**config.mk**
```make
export PLATFORM = sky130hd
export DESIGN_NAME = pwm_peripheral
export DESIGN_NICKNAME = d
export VERILOG_FILES = /design/src/rtl/pwm_pkg.sv /design/src/rtl/pwm_prescaler.sv /design/src/rtl/pwm_peripheral.sv
export SDC_FILE = /design/constraint.sdc
export NUM_CORES = 1
export LEC_CHECK = 0
export CORE_MARGIN = 2
export CORE_UTILIZATION = 37
export DETAILED_ROUTE_END_ITERATION = 7
export PLACE_DENSITY = 0.74
export SKIP_CTS_REPAIR_TIMING = 1
export SKIP_LAST_GASP = 1
export SLEW_MARGIN = 30
export SYNTH_ARGS = -nofsm -noshare
export SYNTH_HDL_FRONTEND = slang
export SYNTH_SLANG_ARGS = --single-unit
```
**constraint.sdc**
```tcl
create_clock -name clk -period 2.1 [get_ports clk]
set_clock_uncertainty 0.2 [all_clocks]
set_input_delay 0.42 -clock clk [delete_from_list [all_inputs] [get_ports clk]]
set_output_delay 0.42 -clock clk [all_outputs]
set_load 0.1 [all_outputs]
```
**src/rtl/pwm_pkg.sv**
```systemverilog
// Shared constants, channel-mode type and PWM level helper for the PWM output stage.
package pwm_pkg;

  localparam int unsigned PWM_CNT_W           = 8;
  localparam logic [7:0]  PWM_DUTY_FULL       = 8'hFF;
  localparam logic [7:0]  PWM_CNT_MAX         = 8'hFF;
  localparam int unsigned PWM_NUM_CH          = 16;
  localparam int unsigned PWM_CLK_DIV_DEFAULT = 13;

  typedef enum logic [1:0] {
    ChOff,
    ChStatic,
    ChPwm
  } ch_mode_e;

  function automatic ch_mode_e ch_mode(input logic en_out, input logic en_pwm);
    if (!en_out) return ChOff;
    return en_pwm ? ChPwm : ChStatic;
  endfunction

  // Full-scale duty is forced high so the counter's 255 step never drops the output.
  function automatic logic pwm_level(input logic [PWM_CNT_W-1:0] cnt,
                                     input logic [PWM_CNT_W-1:0] duty);
    return (duty == PWM_DUTY_FULL) || (cnt < duty);
  endfunction

endpackage

```
**src/rtl/pwm_prescaler.sv**
```systemverilog
// Clock prescaler: emits a one-cycle tick every CLK_DIV clocks (tick stuck high for CLK_DIV=1).
module pwm_prescaler
  import pwm_pkg::*;
#(
  parameter int unsigned CLK_DIV = PWM_CLK_DIV_DEFAULT
) (
  input  logic clk,
  input  logic rst_n,
  output logic tick
);

  localparam int unsigned CntW = (CLK_DIV > 1) ? $clog2(CLK_DIV) : 1;
  localparam logic [CntW-1:0] CntMax = CntW'(CLK_DIV - 1);

  logic [CntW-1:0] div_cnt_q;

  assign tick = (div_cnt_q == CntMax);

  always_ff @(posedge clk or negedge rst_n) begin
    if (!rst_n) begin
      div_cnt_q <= '0;
    end else if (tick) begin
      div_cnt_q <= '0;
    end else begin
      div_cnt_q <= div_cnt_q + CntW'(1);
    end
  end

endmodule

```
**src/rtl/pwm_peripheral.sv**
```systemverilog
// 16-channel PWM/static output stage with a shared duty cycle and a period-start strobe.
// Define PWM_DUTY_SYNC_UPDATE_EN to shadow the duty cycle and apply it only at period wrap.
module pwm_peripheral
  import pwm_pkg::*;
#(
  parameter int unsigned CLK_DIV = PWM_CLK_DIV_DEFAULT
) (
  input  logic        clk,
  input  logic        rst_n,
  input  logic [7:0]  en_reg_out_7_0,
  input  logic [7:0]  en_reg_out_15_8,
  input  logic [7:0]  en_reg_pwm_7_0,
  input  logic [7:0]  en_reg_pwm_15_8,
  input  logic [7:0]  pwm_duty_cycle,
  output logic [15:0] pwm_out,
  output logic        period_start
);

  logic                  tick;
  logic [PWM_CNT_W-1:0]  pwm_cnt_q;
  logic [PWM_CNT_W-1:0]  duty_active;
  logic                  pwm_lvl;
  logic                  wrap;
  logic [PWM_NUM_CH-1:0] en_out;
  logic [PWM_NUM_CH-1:0] en_pwm;
  logic [PWM_NUM_CH-1:0] pwm_out_d;
  logic [PWM_NUM_CH-1:0] pwm_out_q;
  logic                  period_start_q;

  pwm_prescaler #(
    .CLK_DIV (CLK_DIV)
  ) u_prescaler (
    .clk   (clk),
    .rst_n (rst_n),
    .tick  (tick)
  );

  assign en_out = {en_reg_out_15_8, en_reg_out_7_0};
  assign en_pwm = {en_reg_pwm_15_8, en_reg_pwm_7_0};
  assign wrap   = tick && (pwm_cnt_q == PWM_CNT_MAX);

  always_ff @(posedge clk or negedge rst_n) begin
    if (!rst_n) begin
      pwm_cnt_q <= '0;
    end else if (tick) begin
      pwm_cnt_q <= pwm_cnt_q + PWM_CNT_W'(1);
    end
  end

`ifdef PWM_DUTY_SYNC_UPDATE_EN
  logic [PWM_CNT_W-1:0] duty_active_q;

  // Loaded on the wrap edge so the new duty governs the period that edge starts.
  always_ff @(posedge clk or negedge rst_n) begin
    if (!rst_n) begin
      duty_active_q <= '0;
    end else if (wrap) begin
      duty_active_q <= pwm_duty_cycle;
    end
  end

  assign duty_active = duty_active_q;
`else
  assign duty_active = pwm_duty_cycle;
`endif

  assign pwm_lvl = pwm_level(pwm_cnt_q, duty_active);

  always_comb begin
    pwm_out_d = '0;
    for (int unsigned i = 0; i < PWM_NUM_CH; i++) begin
      unique case (ch_mode(en_out[i], en_pwm[i]))
        ChOff:    pwm_out_d[i] = 1'b0;
        ChStatic: pwm_out_d[i] = 1'b1;
        ChPwm:    pwm_out_d[i] = pwm_lvl;
        default:  pwm_out_d[i] = 1'b0;
      endcase
    end
  end

  always_ff @(posedge clk or negedge rst_n) begin
    if (!rst_n) begin
      pwm_out_q      <= '0;
      period_start_q <= 1'b0;
    end else begin
      pwm_out_q      <= pwm_out_d;
      period_start_q <= wrap;
    end
  end

  assign pwm_out      = pwm_out_q;
  assign period_start = period_start_q;

endmodule

```
==> results of run 1 <==
==> power by group through the flow <==
stage / Sequential (mW) / Clock (mW) / Combinational [mW]
floorplan: 0.710 / 0 / 0.0297
global placement: 0.594 / 0 / 0.297
detailed placement: 0.595 / 0 / 0.301
CTS: 0.585 / 0.446 / 0.302
global route: 0.586 / 0.477 / 0.320
finish: 0.585 / 0.431 / 0.305
==> final cells by class <==
| class | count | area [µm²] |
|---|---|---|
| Inverter | 11 | 41.3 |
| Multi-Input combinational cell | 65 | 632 |
| Timing Repair Buffer | 62 | 728 |
| Clock buffer | 6 | 72.6 |
| Clock inverter | 2 | 10.0 |
| Tap cell | 48 | 60.1 |
| Sequential cell | 29 | 726 |
| Fill cell | 290 | 1340 |
==> worst reg2reg max path, stage by stage, from the launching register on <==
cell                        delay [ns]
sky130_fd_sc_hd__dfrtp_1          0.44
sky130_fd_sc_hd__ha_1             0.32
sky130_fd_sc_hd__and4_4           0.22
sky130_fd_sc_hd__o21ai_2          0.06
sky130_fd_sc_hd__o32ai_4          0.36
sky130_fd_sc_hd__clkbuf_16        0.24
sky130_fd_sc_hd__a21boi_2         0.06
==> synth_stat cells, types with 2 or more instances <==
| cell type | count |
|---|---|
| sky130_fd_sc_hd__a21boi_0 | 6 |
| sky130_fd_sc_hd__a21boi_2 | 10 |
| sky130_fd_sc_hd__a21oi_1 | 2 |
| sky130_fd_sc_hd__and3_1 | 2 |
| sky130_fd_sc_hd__dfrtp_1 | 29 |
| sky130_fd_sc_hd__ha_1 | 10 |
| sky130_fd_sc_hd__inv_1 | 11 |
| sky130_fd_sc_hd__nand2_1 | 3 |
| sky130_fd_sc_hd__nand4_1 | 5 |
| sky130_fd_sc_hd__nor2_1 | 6 |
| sky130_fd_sc_hd__xnor2_1 | 6 |
| sky130_fd_sc_hd__xor2_1 | 2 |
==> cells in the final DEF, fill, tap and decap left out, drive strengths merged, types with 2 or more instances in the layout <==
master	count
clkdlybuf4s50	34
dfrtp	29
buf	20
a21boi	16
inv	11
ha	10
dlymetal6s2s	7
clkbuf	7
nor2	6
xnor2	6
nand4	5
nand2	3
and3	2
xor2	2
clkinv	2
o21ai	2
a21oi	2
==> cells by family (layout without fill, tap and decap cells) <==
group                      after synthesis  count (layout)
AOI/OAI and AO/OA                       26              26
xor gates and xnor gates                 8               8
adders and majority gates               10              10
buffers and inverters                   13              81
DFF                                     29              29
muxes                                    1               1
and+or+nand+nor                         20              20
==> path summary, 6_finish.rpt <==
path,from,endpoint,cells past startpoint
worst min-delay path,u_prescaler.div_cnt_q[3],u_prescaler.div_cnt_q[3],1
worst min register to register,u_prescaler.div_cnt_q[3],u_prescaler.div_cnt_q[3],1
max in group asynchronous,rst_n,pwm_out[2],2
min in group asynchronous,rst_n,u_prescaler.div_cnt_q[2],2
worst max-delay path,pwm_cnt_q[5],pwm_out[7],6
worst max register to register,pwm_cnt_q[5],pwm_out[7],6
==> flip-flops by register name (all words and copies together), names as in the netlist <==
| signal | count |
|---|---|
| pwm_out | 16 |
| period_start | 1 |
| pwm_cnt_q | 8 |
| u_prescaler.div_cnt_q | 4 |
==> per-layer routing <==
| metal | global-route usage [%] | wire length, µm | up-vias |
|---|---|---|---|
| li1 | - | - | 505 |
| met1 | 14.1 | 1130 | 490 |
| met2 | 28.8 | 1660 | 41 |
| met3 | 6.60 | 241 | 7 |
| met4 | 9.84 | 73 | 0 |
| met5 | 0 | 0 | - |
==> through the flow <==
stage / instance area, µm² / hold WS, ns / std cells
2_1_floorplan: 1360 / -0.0756 / 107
3_3_place_gp: 2090 / 0.247 / 214
3_5_place_dp: 2090 / 0.272 / 214
4_1_cts: 2170 / 0.280 / 222
5_1_grt: 2270 / 0.311 / 223
6_report: 2270 / 0.272 / 223
==> flow_summary.ini, run 1 <==
[status]
outcome = completed

[floorplanning]
initial_core_util_pct = 37.8
die-width_um = 64.7
die_height_um = 64.7
core_area_mm2 = 0.00361
std_cell_rows = 22
die-area_mm2 = 0.00418
ioPinCount = 59

[cts]
clk_pin_slew_worst_paths_ns = 0.06
clkLatencyLatePin_ns = 0.28
cts.root.buffer_cell = sky130_fd_sc_hd__clkbuf_8
tritoncts = done
cts_max_path_buffers = 2
htree_num_levels = 2
tritoncts.num_buffers = 5
cts.sinks = 29

[worst_setup_path]
critPathArrivalTime_ns = 1.99
worstSetupStartpointType = flip-flop
setup.worst_path.class = flip-flop to flip-flop
worst_setup_path_end_kind = flip-flop
critPathMaxStageDelay_ns = 0.44
cp_top_family = compound AO/OA/AOI/OAI gates
required_time_of_the_critical_path_ns = 2.07
reg2reg_setup_slack_ns = 0.07
critPathSlowestCell = sky130_fd_sc_hd__dfrtp_1
crit_path_cell_trace = ha_1 -> and4_4 -> o21ai_2 -> o32ai_4 -> clkbuf_16 -> a21boi_2
critical_path_peak_fanout = 8
cp.buffers_inverters = 1

[synthesis]
mappedNetlistArea_mm2 = 0.00136
syn-num-nets = 159
yosys-top-cells-area = sky130_fd_sc_hd__dfrtp_1, sky130_fd_sc_hd__ha_1, sky130_fd_sc_hd__a21boi_2
postSynthRegisterBits = 29
ys_dominant_reg_cell = sky130_fd_sc_hd__dfrtp_1
synth.mux.area_fraction_pct = 0.827
async_flop_share_pct = 100
postSynthCellCount = 107
synth-edff-count = 0
synth_fa_ha_area_share_pct = 9.19
netlist-cell-type-count = 27
synthesized_area_fraction_occupied_by_ao_oa_aoi_and_oai_cells_pct = 19.1
synth-warning-count = 0
syn_area_per_cell_um2 = 12.7
post_synth_and_or_nand_nor_area_fraction_pct = 8.18
yosysSeqAreaShare_pct = 53.3
synthXorXnorAreaFrac_pct = 5.15
post-synth-top-area-cell = sky130_fd_sc_hd__dfrtp_1
synth_top_family_by_area = compound AO/OA/AOI/OAI gates
yosys.area.top_type_share_pct = 53.3

[placement]
place_congestion = 0.665
dpl_worst_slack_ns = -0.411
io_buffer_count = 58
post-dp-hpwl_mm = 2.38

[routing]
postRouteWirelength_mm = 3.10
wl_per_cell_um = 13.9
drtAntennaViolNets = 0
initial_detailed_routing_violation_count = 11
detail_route.first_pass.iterations = 4
routed-via-count = 1043
via_per_inst = 4.68
drc = 0

[global_routing]
maximum_number_of_pins_on_one_net_before_global_route_repair = 30
global_route.usage.total_pct = 15.7
overflow = 0
grt_first_pass_wirelength_mm = 4.77
first_global_vias = 1146
number_of_antenna_violations_at_the_first_check_in_global_routing = 0

[power_and_ir_drop]
power.density_mw_per_mm2 = 582
power_frac_seq_pct = 44.3
comb_power_share_pct = 23.1
power.clock.fraction_pct = 32.6
power.switching_fraction_pct = 29.1
power_switching_uw = 384
internal_power_uw = 938
ir_worst_vdd_mv = 0.424
leakage_nw = 1.04
design_power_total_mw = 1.32

[worst_hold_path]
worst_hold_path_type = flip-flop to flip-flop

[final_layout]
areaGrowthSynthToFinish_pct = 66.7
finish.utilization_pct = 62.9
design.final.nets = 226
layout-drive-gt1-share_pct = 29.7
num_antenna_cells = 0

[run]
drv_cap = 0

[timing]
finalSetupTns_ns = 0
finalCritPeriodShare_pct = 96.5
rsz_0062_raised_after_global_routing = false
final.min_clock_period_ns = 2.03
maxClockFrequency_mhz = 493
slew_headroom_pct = 76.4
final_max_slew_viol_count = 0
timing.final.hold_violations = 0
worstMarginPinSlew_ns = 0.354
setup_viol_count_final = 0
post-route-worst-setup-slack_ns = 0.0733
No activity file was read; power rests on OpenSTA's default activity.
==> run 2, diff against run 1 <==
--- a/config.mk
+++ b/config.mk
@@ -6,12 +6,12 @@
 export NUM_CORES = 1
 export LEC_CHECK = 0
 export CORE_MARGIN = 2
-export CORE_UTILIZATION = 37
+export CORE_UTILIZATION = 55
 export DETAILED_ROUTE_END_ITERATION = 7
-export PLACE_DENSITY = 0.74
+export DONT_BUFFER_PORTS = 1
+export PLACE_DENSITY = 0.73
 export SKIP_CTS_REPAIR_TIMING = 1
 export SKIP_LAST_GASP = 1
-export SLEW_MARGIN = 30
 export SYNTH_ARGS = -nofsm -noshare
 export SYNTH_HDL_FRONTEND = slang
 export SYNTH_SLANG_ARGS = --single-unit
==> run 2 against run 1 <==
Net effect: the run now ends with negative hold slack, negative setup slack left; count of clock-buffer cells in the layout increased by 1; sequential power decreased by 0.9%; via count decreased by 6.8%.
==> flow_summary.ini, run 2 (synthesis gave the netlist of run 1 again) <==
[routing]
drtAntennaViolNets = 0
wl_per_cell_um = 16.1
postRouteWirelength_mm = 2.86
drc = 0
via_per_inst = 5.46
detail_route.first_pass.iterations = 4
initial_detailed_routing_violation_count = 5
routed-via-count = 972

[floorplanning]
ioPinCount = 59
die-area_mm2 = 0.00289
std_cell_rows = 18
die-width_um = 53.8
core_area_mm2 = 0.00241
initial_core_util_pct = 56.5
die_height_um = 53.8

[power_and_ir_drop]
power.density_mw_per_mm2 = 666
design_power_total_mw = 1.19
leakage_nw = 0.831
ir_worst_vdd_mv = 0.718

[timing]
final_max_slew_viol_count = 0
slew_headroom_pct = 77.1
setup_viol_count_final = 1
timing.final.hold_violations = 1
finalCritPeriodShare_pct = 101
final.min_clock_period_ns = 2.12
whs_ns = -0.0199
maxClockFrequency_mhz = 471
worstMarginPinSlew_ns = 0.341
post-route-worst-setup-slack_ns = -0.0228
finalSetupTns_ns = -0.0228

[global_routing]
first_global_vias = 905
grt_first_pass_wirelength_mm = 3.68
overflow = 0
maximum_number_of_pins_on_one_net_before_global_route_repair = 30
number_of_antenna_violations_at_the_first_check_in_global_routing = 0
global_route.usage.total_pct = 18.6

[worst_setup_path]
crit_path_cell_trace = ha_1 -> a41o_2 -> a21oi_1 -> o32ai_2 -> buf_12 -> a21boi_0
critPathMaxStageDelay_ns = 0.45
critPathArrivalTime_ns = 2.13
setup.worst_path.class = flip-flop to flip-flop
critical_path_peak_fanout = 16
worstSetupStartpointType = flip-flop
worst_setup_path_end_kind = flip-flop
required_time_of_the_critical_path_ns = 2.11
critPathSlowestCell = sky130_fd_sc_hd__dfrtp_1

[final_layout]
num_antenna_cells = 0
final_common_cell = sky130_fd_sc_hd__dfrtp_1
areaGrowthSynthToFinish_pct = 30.8
layout-drive-gt1-share_pct = 29.7
most-common-layout-cells = sky130_fd_sc_hd__dfrtp_1, sky130_fd_sc_hd__buf_4, sky130_fd_sc_hd__dlygate4sd3_1, sky130_fd_sc_hd__inv_1
finish.utilization_pct = 73.9
design.final.nets = 199
final_design_area_no_fill_mm2 = 0.00178
n_fill_cell = 160
largest_register_ffs = 16

[placement]
post-dp-hpwl_mm = 1.88
cell_area_reported_after_detailed_placement_mm2 = 0.00153
place_congestion = 0.774
dpl_worst_slack_ns = 0.0743
io_buffer_count = 0

[status]
failing_checks = negative hold slack, negative setup slack
outcome = finished, violations left

[cts]
htree_num_levels = 2
clkLatencyLatePin_ns = 0.33
cts.root.buffer_cell = sky130_fd_sc_hd__clkbuf_4
tritoncts.num_buffers = 5
cts_max_path_buffers = 2
tritoncts = done
cts.sinks = 29
clk_pin_slew_worst_paths_ns = 0.10

[worst_hold_path]
worst_hold_path_type = primary input to flip-flop

[run]
drv_cap = 0
## run 2: cell types whose count changed in the layout (fill, tap and decap cells not counted), moves of 5 or more
cell                              change
sky130_fd_sc_hd__clkdlybuf4s50_1     -34
sky130_fd_sc_hd__dlymetal6s2s_1       -7
sky130_fd_sc_hd__buf_4                +7
sky130_fd_sc_hd__clkbuf_4             +5
sky130_fd_sc_hd__dlygate4sd3_1       +16
sky130_fd_sc_hd__buf_12               -8
## run 2: power breakdown
group,switching (mW),internal [mW],total (mW)
logic,0.162,0.0651,0.227
registers,0.00581,0.574,0.580
clock network,0.185,0.194,0.379
total,0.352,0.833,1.19
## run 2: area by class of cell
cell class / count / area (µm²) / area share [%]
Multi-Input combinational cell: 65 / 578 / 32.5
Timing Repair Buffer: 35 / 328 / 18.4
Tap cell: 30 / 37.5 / 2.11
Sequential cell: 29 / 726 / 40.8
Clock buffer: 7 / 65.1 / 3.65
Inverter: 11 / 41.3 / 2.32
Clock inverter: 1 / 5.00 / 0.281
## run 2: per-layer routing
metal	up-vias	share of wire [%]	track usage (%)
li1	453	-	-
met1	462	36	19.8
met2	49	56	31.5
met3	8	7.1	6.94
met4	0	1.5	10.3
met5	-	0	0
## run 2: worst paths after layout
path | from | end | slack (ns) | cells past startpoint
worst max register to register | pwm_cnt_q[5] | pwm_out[15] | -0.02 | 6
worst min-delay path | en_reg_pwm_15_8[0] | pwm_out[8] | -0.02 | 1
worst max-delay path | pwm_cnt_q[5] | pwm_out[15] | -0.02 | 6
worst min register to register | u_prescaler.div_cnt_q[0] | u_prescaler.div_cnt_q[0] | 0.31 | 1
min in group asynchronous | rst_n | pwm_out[4] | 0.32 | 2
max in group asynchronous | rst_n | pwm_out[3] | 1.21 | 2
## run 2: critical path: cells and delay by family (launching register included)
family	cells	cell delay, ns
flops	1	0.45
buf+inv	1	0.17
compound gates	4	0.86
fa+ha+maj	1	0.32
## run 2: per-stage QoR
step | hold slack (ns) | instances
floorplan | -0.0756 | 107
global placement | -0.0751 | 153
detailed placement | -0.0752 | 153
CTS | -0.433 | 161
global route | -0.00795 | 178
finish | -0.0199 | 178
==> run 3, diff against run 2 <==
--- a/config.mk
+++ b/config.mk
@@ -10,6 +10,7 @@
 export DETAILED_ROUTE_END_ITERATION = 7
 export DONT_BUFFER_PORTS = 1
 export PLACE_DENSITY = 0.73
+export RECOVER_POWER = 50
 export SKIP_CTS_REPAIR_TIMING = 1
 export SKIP_LAST_GASP = 1
 export SYNTH_ARGS = -nofsm -noshare
==> run 3 against run 2 <==
Net effect: utilization fell by 0.93 points; the run still ends with negative hold slack, negative setup slack left; first-iteration DRC count rose by 20%; sequential share of layout area rose by 0.52 points.
==> flow_summary.ini, run 3 (synthesis gave the netlist of run 1 again) <==
[status]
outcome = finished, violations left
failing_checks = negative hold slack, negative setup slack

[worst_setup_path]
worstSetupStartpointType = flip-flop
setup.worst_path.class = flip-flop to flip-flop
required_time_of_the_critical_path_ns = 2.10
critPathArrivalTime_ns = 2.12
worst_setup_path_end_kind = flip-flop
critical_path_peak_fanout = 16
reg2reg_setup_slack_ns = -0.02

[placement]
post-dp-hpwl_mm = 1.88
dpl_worst_slack_ns = 0.0743
place_congestion = 0.774
io_buffer_count = 0
numPlacedInstances = 153

[routing]
routed-via-count = 971
via_per_inst = 5.46
drc = 0
drtAntennaViolNets = 0
postRouteWirelength_mm = 2.85
initial_detailed_routing_violation_count = 6
detail_route.first_pass.iterations = 4
wl_per_cell_um = 16.0

[timing]
finalCritPeriodShare_pct = 101
worstMarginPinSlew_ns = 0.675
post-route-worst-setup-slack_ns = -0.0206
whs_ns = -0.0174
timing.final.hold_violations = 1
setup_viol_count_final = 1
slew_headroom_pct = 55.0
maxClockFrequency_mhz = 472
final.min_clock_period_ns = 2.12
final_max_slew_viol_count = 0

[power_and_ir_drop]
design_power_total_mw = 1.18
leakage_nw = 0.824
power.density_mw_per_mm2 = 670
ir_worst_vdd_mv = 0.711

[floorplanning]
core_area_mm2 = 0.00241
die-width_um = 53.8
ioPinCount = 59
die-area_mm2 = 0.00289
initial_core_util_pct = 56.5
die_height_um = 53.8
std_cell_rows = 18

[global_routing]
overflow = 0
global_route.usage.total_pct = 18.6
number_of_antenna_violations_at_the_first_check_in_global_routing = 0
maximum_number_of_pins_on_one_net_before_global_route_repair = 30
first_global_vias = 905
grt_first_pass_wirelength_mm = 3.68

[cts]
htree_num_levels = 2
cts.root.buffer_cell = sky130_fd_sc_hd__clkbuf_4
clk_pin_slew_worst_paths_ns = 0.10
cts_max_path_buffers = 2
tritoncts = done
clkLatencyLatePin_ns = 0.32
cts.sinks = 29
tritoncts.num_buffers = 5

[run]
drv_cap = 0

[final_layout]
most-common-layout-cells = sky130_fd_sc_hd__dfrtp_1, sky130_fd_sc_hd__dlygate4sd3_1, sky130_fd_sc_hd__buf_4, sky130_fd_sc_hd__inv_1
layout-drive-gt1-share_pct = 29.7
largest_register_ffs = 16
design.final.nets = 199
post_layout_nonfiller_instances = 178
num_antenna_cells = 0
final_common_cell = sky130_fd_sc_hd__dfrtp_1
areaGrowthSynthToFinish_pct = 29.1

[worst_hold_path]
worst_hold_path_type = primary input to flip-flop
-- run 3: path summary, 6_finish.rpt --
kind                                          start                       end  cells past startpoint
max                                    pwm_cnt_q[5]               pwm_out[15]                      6
min                              en_reg_pwm_15_8[0]                pwm_out[8]                      1
max reg2reg                            pwm_cnt_q[5]               pwm_out[15]                      6
min reg2reg                u_prescaler.div_cnt_q[0]  u_prescaler.div_cnt_q[0]                      1
max in group asynchronous                     rst_n                pwm_out[3]                      2
min in group asynchronous                     rst_n                pwm_out[8]                      2
-- run 3: power by group --
group / total, mW / internal [mW] / switching (mW)
Clock: 0.378 / 0.194 / 0.184
Sequential: 0.580 / 0.574 / 0.00575
Combinational: 0.221 / 0.0599 / 0.161
Total: 1.18 / 0.828 / 0.351
-- run 3: layout make-up --
class	count	area [µm²]
Inverter	11	41.3
Sequential cell	29	726
Clock buffer	7	65.1
Multi-Input combinational cell	65	578
Timing Repair Buffer	35	305
Tap cell	30	37.5
Clock inverter	1	5.00
Fill cell	164	652
-- run 3: worst max-delay path, stage by stage (launching register included) --
cell	delay [ns]
sky130_fd_sc_hd__dfrtp_1	0.44
sky130_fd_sc_hd__ha_1	0.32
sky130_fd_sc_hd__a41o_2	0.27
sky130_fd_sc_hd__a21oi_1	0.15
sky130_fd_sc_hd__o32ai_2	0.12
sky130_fd_sc_hd__buf_12	0.17
sky130_fd_sc_hd__a21boi_0	0.32
-- run 3: per-stage QoR --
stage	util (%)	setup TNS (ns)	instance area, µm²
6_report	72.9	-0.0206	1760
5_1_grt	72.9	-0.102	1760
4_1_cts	66.4	0	1600
3_5_place_dp	63.5	0	1530
3_3_place_gp	63.5	0	1530
2_1_floorplan	-	0	1360
-- run 3: routing by layer --
layer  share of wire [%]  GRT usage, %  vias up  routed length, µm
met5                   0             0        -                  0
met4                 1.5          10.3        0                 44
met2                  56          31.5       49               1600
li1                    -             -      452                  -
met3                 7.5          6.94        8                214
met1                  35          19.8      462                999
==> patch (settings of run 2) <==
Change the package constant `PWM_CLK_DIV_DEFAULT` from 13 to 26.
--- a/src/rtl/pwm_pkg.sv
+++ b/src/rtl/pwm_pkg.sv
@@ -5,7 +5,7 @@
   localparam logic [7:0]  PWM_DUTY_FULL       = 8'hFF;
   localparam logic [7:0]  PWM_CNT_MAX         = 8'hFF;
   localparam int unsigned PWM_NUM_CH          = 16;
-  localparam int unsigned PWM_CLK_DIV_DEFAULT = 13;
+  localparam int unsigned PWM_CLK_DIV_DEFAULT = 26;
 
   typedef enum logic [1:0] {
     ChOff,
Formal check against the unedited RTL: same outputs for any inputs over 10 cycles, from zero or initial values and one cycle with rst_n low; that may be too few to reach the edited logic, so the function may still have changed.
==> patch against run 2 <==
Final cell count increased by 2.8%. Total power increased by 6.6%. Worst setup slack improved by 0.18 ns. Sequential cell count increased by 1. Area after synthesis increased by 3.1%. Synthesized cell count increased by 3.7%. Final area increased by 3.2%. Worst hold slack improved by 0.053 ns. Routed wire length increased by 1.9%. Largest cell class unchanged. Largest power group unchanged.
==> patch: results (changes against run 2) <==
[outcome]
status = finished, final reports clean

[drt]
met1Wirelength_um = 1020  ; -0.59%
vias = 1000  ; +2.9%
drt_iter0_markers = 17  ; +12
wl_met3_um = 217  ; +7.4%
avgRoutedWirePerCell_um = 15.9  ; -0.86%
wl_met2_um = 1560  ; -1.6%
highest_layer = met4

[global_routing]
met2_usage_pct = 33.5  ; +2.0 points
grt_max_degree = 31  ; +3.3%
grt_pass1_vias = 926  ; +2.3%
grt_antenna_before_repair = 0  ; unchanged
use_met3_pct = 7.92  ; +0.98 points
grt_usage_pct = 19.3  ; +0.73 points
grt_first_pass_wirelength_um = 3880  ; +5.4%
grt_use_met1_pct = 20.8  ; +1.0 points

[floorplanning]
num_rows = 18  ; unchanged

[synthesis]
synthArstFlopShare_pct = 100  ; unchanged
syn_nets = 163  ; +2.5%
synth_commonest_cells = dfrtp_1 (30), a21boi_2 (10), ha_1 (10)
synth-seq-area-share_pct = 53.5  ; +0.17 points
synth_warnings = 0  ; unchanged
yosys-top-cells-area = dfrtp_1 (53%), ha_1 (8.9%), a21boi_2 (8.0%)

[power]
ir_drop_uv = 744  ; +3.7%
leakage_nw = 0.875  ; +5.3%

[finish]
n_all_buffers = 36  ; +2.9%
multi_input_area_share_pct = 33.0  ; +0.55 points
largest_register_ffs = 16  ; unchanged
syn_to_final_growth_pct = 30.9
drive_gt1_share_pct = 26.1  ; -3.6 points
clockNetworkAreaShare_pct = 4.08  ; +0.15 points
nFlopsAndLatches = 30  ; +3.4%
nets = 204  ; +2.5%
multi_input_cells = 71  ; +9.2%
seq_area_um2 = 751  ; +3.4%
area_share_nonclk_buffers_pct = 18.4  ; -0.032 points
inverters_excl_clock = 8  ; -3
fill_cells = 162  ; +1.3%

[worst_setup_path]
worstPathArrival_ns = 1.93  ; -0.20 ns
critPathLaunch = pwm_cnt_q[3]$_DFFE_PN0N_
r2r_slack_ns = 0.16  ; +0.18 ns
cp_max_fo = 16  ; unchanged

[sta]
tightest_slew_ns = 0.316  ; -0.0250 ns
hold_ws_ns = 0.0328  ; +0.0527 ns

[clock_network]
cts.path.max_buffers = 2  ; unchanged
cts_root_buffer = clkbuf_4
clkLatencyLatePin_ns = 0.32

[place]
gp_congestion = 0.695  ; -10%
dpl.hpwl_um = 1790  ; -4.7%
dpl_cell_area_um2 = 1570  ; +2.8%

[hold_path]
hp-start = en_reg_out_7_0[4]
hold_end = pwm_out[4]$_DFF_PN0_

## patch: through the flow
step	total power, mW	utilization, %	worst slack [ns]	instances
final	1.26	74.9	0.161	183
after global routing	1.32	74.9	0.0341	183
after CTS	1.24	67.1	0.156	165
after detailed placement	0.791	64.1	0.195	157
after global placement	0.788	64.1	0.268	157
after floorplan	0.757	-	0.232	111
## patch: worst max-delay path, cell delays in order, from the launching register on
cell and delay (ns):
dfrtp_1 0.44, ha_1 0.30, o21a_1 0.11, o22ai_1 0.08, o32ai_2 0.35, buf_12 0.20, a21boi_0 0.11
## patch: power by group
part	switching, mW	total (mW)	internal, mW
sequential	0.00482	0.598	0.593
combinational	0.161	0.227	0.0653
clock	0.187	0.439	0.252
## patch: cell families after synthesis
logic type      count (synthesis)  synth area share [%]
compound gates                 25                  17.6
simple gates                   25                  9.63
fa+ha+maj                      10                  8.91
flops                          30                  53.5
mux                             2                  1.52
buf+inv                        10                  3.30
xor+xnor                        9                  5.62
